<file path="src/rtl/ss_adc_ctrl.sv">
// ss_adc_ctrl: single-slope ADC conversion sequencer driving an external counter_half
// and ramp, with a synchronised comparator and a valid/ready result port.
module ss_adc_ctrl #(
    parameter int WIDTH       = 8,
    parameter int SETTLE_CYC  = 4,
    parameter int SYNC_STAGES = 2
) (
    input  logic             clk,
    input  logic             rst,
    input  logic             start,
    input  logic [WIDTH-1:0] cfg_offset,
    input  logic             cmp,
    input  logic [WIDTH-1:0] cnt_count,
    input  logic             cnt_ovf,
    output logic             cnt_rst,
    output logic             cnt_set,
    output logic [WIDTH-1:0] cnt_setval,
    output logic             cnt_en,
    output logic             ramp_rst,
    output logic             ramp_en,
    output logic             busy,
    output logic [WIDTH-1:0] res_data,
    output logic             res_sat,
    output logic             res_valid,
    input  logic             res_ready
);
    localparam int SW = SETTLE_CYC > 1 ? $clog2(SETTLE_CYC) : 1;

    typedef enum logic [2:0] {IDLE, PRESET, SETTLE, CONVERT, ERRHI, DONE} state_t;

    state_t           state_q, state_d;
    logic [WIDTH-1:0] off_q, off_d, res_data_q, res_data_d;
    logic             res_sat_q, res_sat_d;
    logic [SW-1:0]    settle_q, settle_d;
    logic [SYNC_STAGES-1:0] sync_q, sync_d;
    logic             cmp_s;

    assign cmp_s      = sync_q[SYNC_STAGES-1];
    assign sync_d     = {sync_q[SYNC_STAGES-2:0], cmp};
    assign cnt_setval = off_q;
    assign busy       = state_q != IDLE;
    assign res_data   = res_data_q;
    assign res_sat    = res_sat_q;

    always_ff @(posedge clk) begin
        if (rst) begin
            state_q    <= IDLE;
            off_q      <= '0;
            res_data_q <= '0;
            res_sat_q  <= 1'b0;
            settle_q   <= '0;
            sync_q     <= '0;
        end else begin
            state_q    <= state_d;
            off_q      <= off_d;
            res_data_q <= res_data_d;
            res_sat_q  <= res_sat_d;
            settle_q   <= settle_d;
            sync_q     <= sync_d;
        end
    end

    always_comb begin
        state_d    = state_q;
        off_d      = off_q;
        res_data_d = res_data_q;
        res_sat_d  = res_sat_q;
        settle_d   = settle_q;
        cnt_rst    = 1'b0;
        cnt_set    = 1'b0;
        cnt_en     = 1'b0;
        ramp_rst   = 1'b0;
        ramp_en    = 1'b0;
        res_valid  = 1'b0;
        case (state_q)
            IDLE: begin
                cnt_rst  = 1'b1;
                ramp_rst = 1'b1;
                if (start) begin
                    off_d   = cfg_offset;
                    state_d = PRESET;
                end
            end
            PRESET: begin
                cnt_set  = 1'b1;
                ramp_rst = 1'b1;
                settle_d = SW'(SETTLE_CYC - 1);
                state_d  = SETTLE;
            end
            SETTLE: begin
                ramp_rst = 1'b1;
                settle_d = settle_q - SW'(1);
                if (settle_q == '0)
                    state_d = cmp_s ? ERRHI : CONVERT;
            end
            CONVERT: begin
                ramp_en = 1'b1;
                cnt_en  = 1'b1;
                // overflow has priority so a wrapped count of 0 is never reported
                if (cnt_ovf) begin
                    res_data_d = '1;
                    res_sat_d  = 1'b1;
                    state_d    = DONE;
                end else if (cmp_s) begin
                    res_data_d = cnt_count;
                    res_sat_d  = 1'b0;
                    state_d    = DONE;
                end
            end
            ERRHI: begin
                ramp_rst   = 1'b1;
                res_data_d = off_q;
                res_sat_d  = 1'b1;
                state_d    = DONE;
            end
            DONE: begin
                res_valid = 1'b1;
                ramp_rst  = 1'b1;
                if (res_ready) begin
                    off_d   = start ? cfg_offset : off_q;
                    state_d = start ? PRESET : IDLE;
                end
            end
            default: state_d = IDLE;
        endcase
    end
endmodule

</file>
<file path="config.mk">
export PLATFORM = sky130hd
export DESIGN_NAME = ss_adc_ctrl
export DESIGN_NICKNAME = d
export VERILOG_FILES = /design/src/rtl/ss_adc_ctrl.sv
export SDC_FILE = /design/constraint.sdc
export NUM_CORES = 1
export LEC_CHECK = 0
export CAP_MARGIN = 20
export CORE_MARGIN = 2
export CORE_UTILIZATION = 43
export CTS_BUF_LIST = sky130_fd_sc_hd__clkbuf_16
export CTS_CLUSTER_DIAMETER = 100
export DETAILED_ROUTE_END_ITERATION = 8
export PLACE_DENSITY = 0.87
export SETUP_SLACK_MARGIN = 0.02
export SLEW_MARGIN = 0
export SYNTH_ARGS = -nofsm -noshare
export SYNTH_HDL_FRONTEND = slang
export SYNTH_SLANG_ARGS = --single-unit
</file>
<file path="constraint.sdc">
create_clock -name clk -period 1.7 [get_ports clk]
set_input_delay 0.255 -clock clk [delete_from_list [all_inputs] [get_ports clk]]
set_output_delay 0.255 -clock clk [all_outputs]
set_load 0.01 [all_outputs]
</file>
==> results.md <==
* Status: complete, no violations
* Synth Area in XOR/XNOR at 0%
* CTS tree: built
* Yosys top cell area share at 39.2%
* Vias in the first global route at 1210
* Relative slew slack at 76.9%
* Crit-path cells: or2_4, nor2_1, inv_1, dlygate4sd2_1
* Fraction of layout cells with a size suffix above 1 at 14.1%
* Post-synthesis sequential area ratio at 39.2%
* Die Y at 57.4 µm
* Main combinational cell family by area after synthesis: simple AND/OR/NAND/NOR gates
* Post-Synthesis Cells at 149
* Final ANT Viol Nets at 0
* Die area at 3290 µm²
* Ranking of synthesized cells by area: dfxtp_1, nor2_1, nand2_1, mux2i_1, a21oi_1
* Pwr Total at 0.00257 W
* Ys Warns at 0
* Final hold violation count at 0
* First-pass GRT wire length at 5460 µm
* H-tree depth at 1
* Cell Pwr Density at 1410 nW/µm²
* Area leader, netlist: dfxtp_1
* Clk Latency, worst-skew pair at 0.26 ns
* CP max stage cell: dfxtp_2
* Post-Synth Adder-Cell Area at 1.02%
* IO Count at 46
* CTS buffer count at 3
* HP Class: flop to flop
* Setup Skew at 0.00408 ns
* Final nets at 222
* Worst IR Drop VDD at 1.09 mV
* Crit-path max FO at 8
* Total Wirelength at 3420 µm
* Die width at 57.4 µm
* Core area at 2730 µm²
* Simple-gate area share of the yosys netlist at 25.5%
* Syn Area/Cell at 8.23 µm²
* GRT overflow at 0
* Final worst-path cycle share at 93.8%
* CTS max path bufs at 2
* Initial core utilization at 44.9%
* Critical Path Sink Type: output port
* CTS root buf: clkbuf_16
* Overall routing resource usage at 21.6%
* Slew @ Worst Pin at 0.345 ns
* # DRC at 0
* Number of I/O port buffers at 45
* Max-cap violations at 0
* RSZ-0062 raised after global routing: false
* Num rows at 19
* Average wire per standard cell at 14.9 µm
* Worst-path clk slew at 0.06 ns
* Fillers at 215
* Compound-Gate Fraction of Synth Area at 19.6%
* Setup violations, final at 0
* Vias post-DR at 1231
* Area Overhead vs Synth at 48.9%
* FF+latch area at 487 µm²
* WP data required at 1.44 ns
* Synth Register Bits at 24
* Post-detail-place hpwl at 2420 µm
* Syn Nets at 172
* Synth unique cells at 36
* # clock sinks at 24
* Placed insts at 225
* DRT iter0 DRCs at 37
* Routability cong. at 0.875
* Fin cells at 229
* Final Max Tran Viols at 0
* Critical Path AT at 1.34 ns
* N_diodes at 0
* Initial antenna violation count at 0
* Synth Cell Area at 1230 µm²
* Largest net degree at the start of global routing at 17
* Minimum clock period at 1.59 ns
* Vias per cell at 5.38
* First-pass DRT Iterations at 4
* Leakage at 0.715 nW
* Peak per-stage delay on the critical path at 0.36 ns
* FMAX at 627 MHz
* Mux cell area share after synthesis at 7.45%
* Crit Path Category: flop to output port
* Startpoint types: flop
* Area of the multi-input gates at 659 µm²
==> where the power goes <==
group	switching, W	internal [W]
logic	0.000532	0.000542
registers	0.000127	0.000695
clock network	0.000208	0.000468
==> logic make-up (layout without fill, tap and decap cells) <==
logic type	Yosys count	after routing
DFF	24	24
muxes	9	9
AOI/OAI and AO/OA	33	33
and+or+nand+nor	67	67
buffers and inverters	15	64
adders and majority gates	1	1
==> worst paths after layout <==
check / startpoint / end / slack (ns) / cells after the start
min reg2reg: sync_q[0] / sync_q[1] / 0.45 / 1
max: state_q[0] / busy / 0.11 / 4
min: sync_q[0] / sync_q[1] / 0.45 / 1
max reg2reg: state_q[0] / state_q[0] / 0.19 / 4
==> placed cells by master (no fill, tap or decap), types with 2 or more instances in the layout <==
| cell | instances |
|---|---|
| clkdlybuf4s50_1 | 38 |
| nor2_1 | 26 |
| nand2_1 | 22 |
| dfxtp_1 | 21 |
| a21oi_1 | 12 |
| buf_4 | 10 |
| mux2i_1 | 8 |
| dlygate4sd2_1 | 7 |
| o211ai_1 | 6 |
| inv_1 | 5 |
| nor2b_1 | 4 |
| o21ai_0 | 3 |
| nand2b_1 | 3 |
| clkbuf_16 | 3 |
| nand2_4 | 2 |
| o211ai_2 | 2 |
| a21oi_2 | 2 |
| nor3_1 | 2 |
| dfxtp_2 | 2 |
==> metrics by stage <==
| stage | hold WS (ns) | setup WS [ns] | TNS [ns] | util (%) | area [µm²] |
|---|---|---|---|---|---|
| finish | 0.449 | 0.106 | 0 | 66.8 | 1830 |
| global placement | 0.418 | 0.0518 | 0 | 62.9 | 1720 |
| CTS | 0.454 | 0.107 | 0 | 66.8 | 1830 |
| detailed placement | 0.441 | -0.0210 | -0.0430 | 62.9 | 1720 |
| floorplan | 0.327 | 0.242 | 0 | - | 1230 |
| global route | 0.471 | 0.0488 | 0 | 66.8 | 1830 |
==> per-layer routing <==
metal | track usage [%] | wire (µm) | up-vias
met3 | 2.95 | 201 | 10
met1 | 27.0 | 1430 | 571
met2 | 35.9 | 1680 | 49
met5 | 0 | 0 | -
met4 | 11.6 | 101 | 0
li1 | - | - | 601
==> what timing repair did <==
item | in CTS | in global routing
buffers inserted | 0 | 0
hold buffers | 0 | 0
endpoints found under the setup margin | 7 | 0
gates resized for setup | 12 | 0
==> critical path, delay by kind of cell (launching register included) <==
family | cells | cell delay, ns
flops | 1 | 0.36
buf+inv | 2 | 0.32
simple gates | 2 | 0.40
==> synthesized netlist by cell type <==
| library cell | instances |
|---|---|
| o21ai_0 | 3 |
| mux2_2 | 1 |
| o211ai_2 | 2 |
| buf_6 | 2 |
| buf_4 | 1 |
| nand2_4 | 2 |
| o22a_1 | 1 |
| nor3b_1 | 1 |
| inv_1 | 5 |
| dfxtp_1 | 24 |
| clkbuf_1 | 4 |
| a21oi_1 | 12 |
| nand2_1 | 22 |
| a211oi_1 | 1 |
| or2_4 | 1 |
| and2_1 | 1 |
| o22ai_1 | 1 |
| nand3_1 | 1 |
| nor2_1 | 26 |
| mux2i_1 | 8 |
| buf_2 | 2 |
| buf_8 | 1 |
| a21oi_2 | 2 |
| a21oi_4 | 1 |
| a2bb2oi_1 | 1 |
| o21ai_4 | 1 |
| nand2b_1 | 3 |
| or3b_1 | 1 |
| nor2b_1 | 5 |
| ha_1 | 1 |
| nor3_1 | 2 |
| o211ai_1 | 6 |
| nand3b_1 | 1 |
| a31oi_1 | 1 |
| o21a_1 | 1 |
| nor4_1 | 1 |
==> cell type report <==
type | count | area share (%)
Timing Repair Buffer | 55 | 28.3
Clock buffer | 3 | 4.11
Inverter | 5 | 1.03
Sequential cell | 24 | 26.7
Tap cell | 31 | 2.12
Clock inverter | 1 | 1.64
Multi-Input combinational cell | 110 | 36.1
==> flip-flops by register name, summed over array words and instances (netlist names) <==
| signal | count |
|---|---|
| cnt_setval | 8 |
| res_data | 8 |
| res_sat | 1 |
| settle_q | 2 |
| state_q | 3 |
| sync_q | 2 |
No activity file was read; power rests on OpenSTA's default activity.
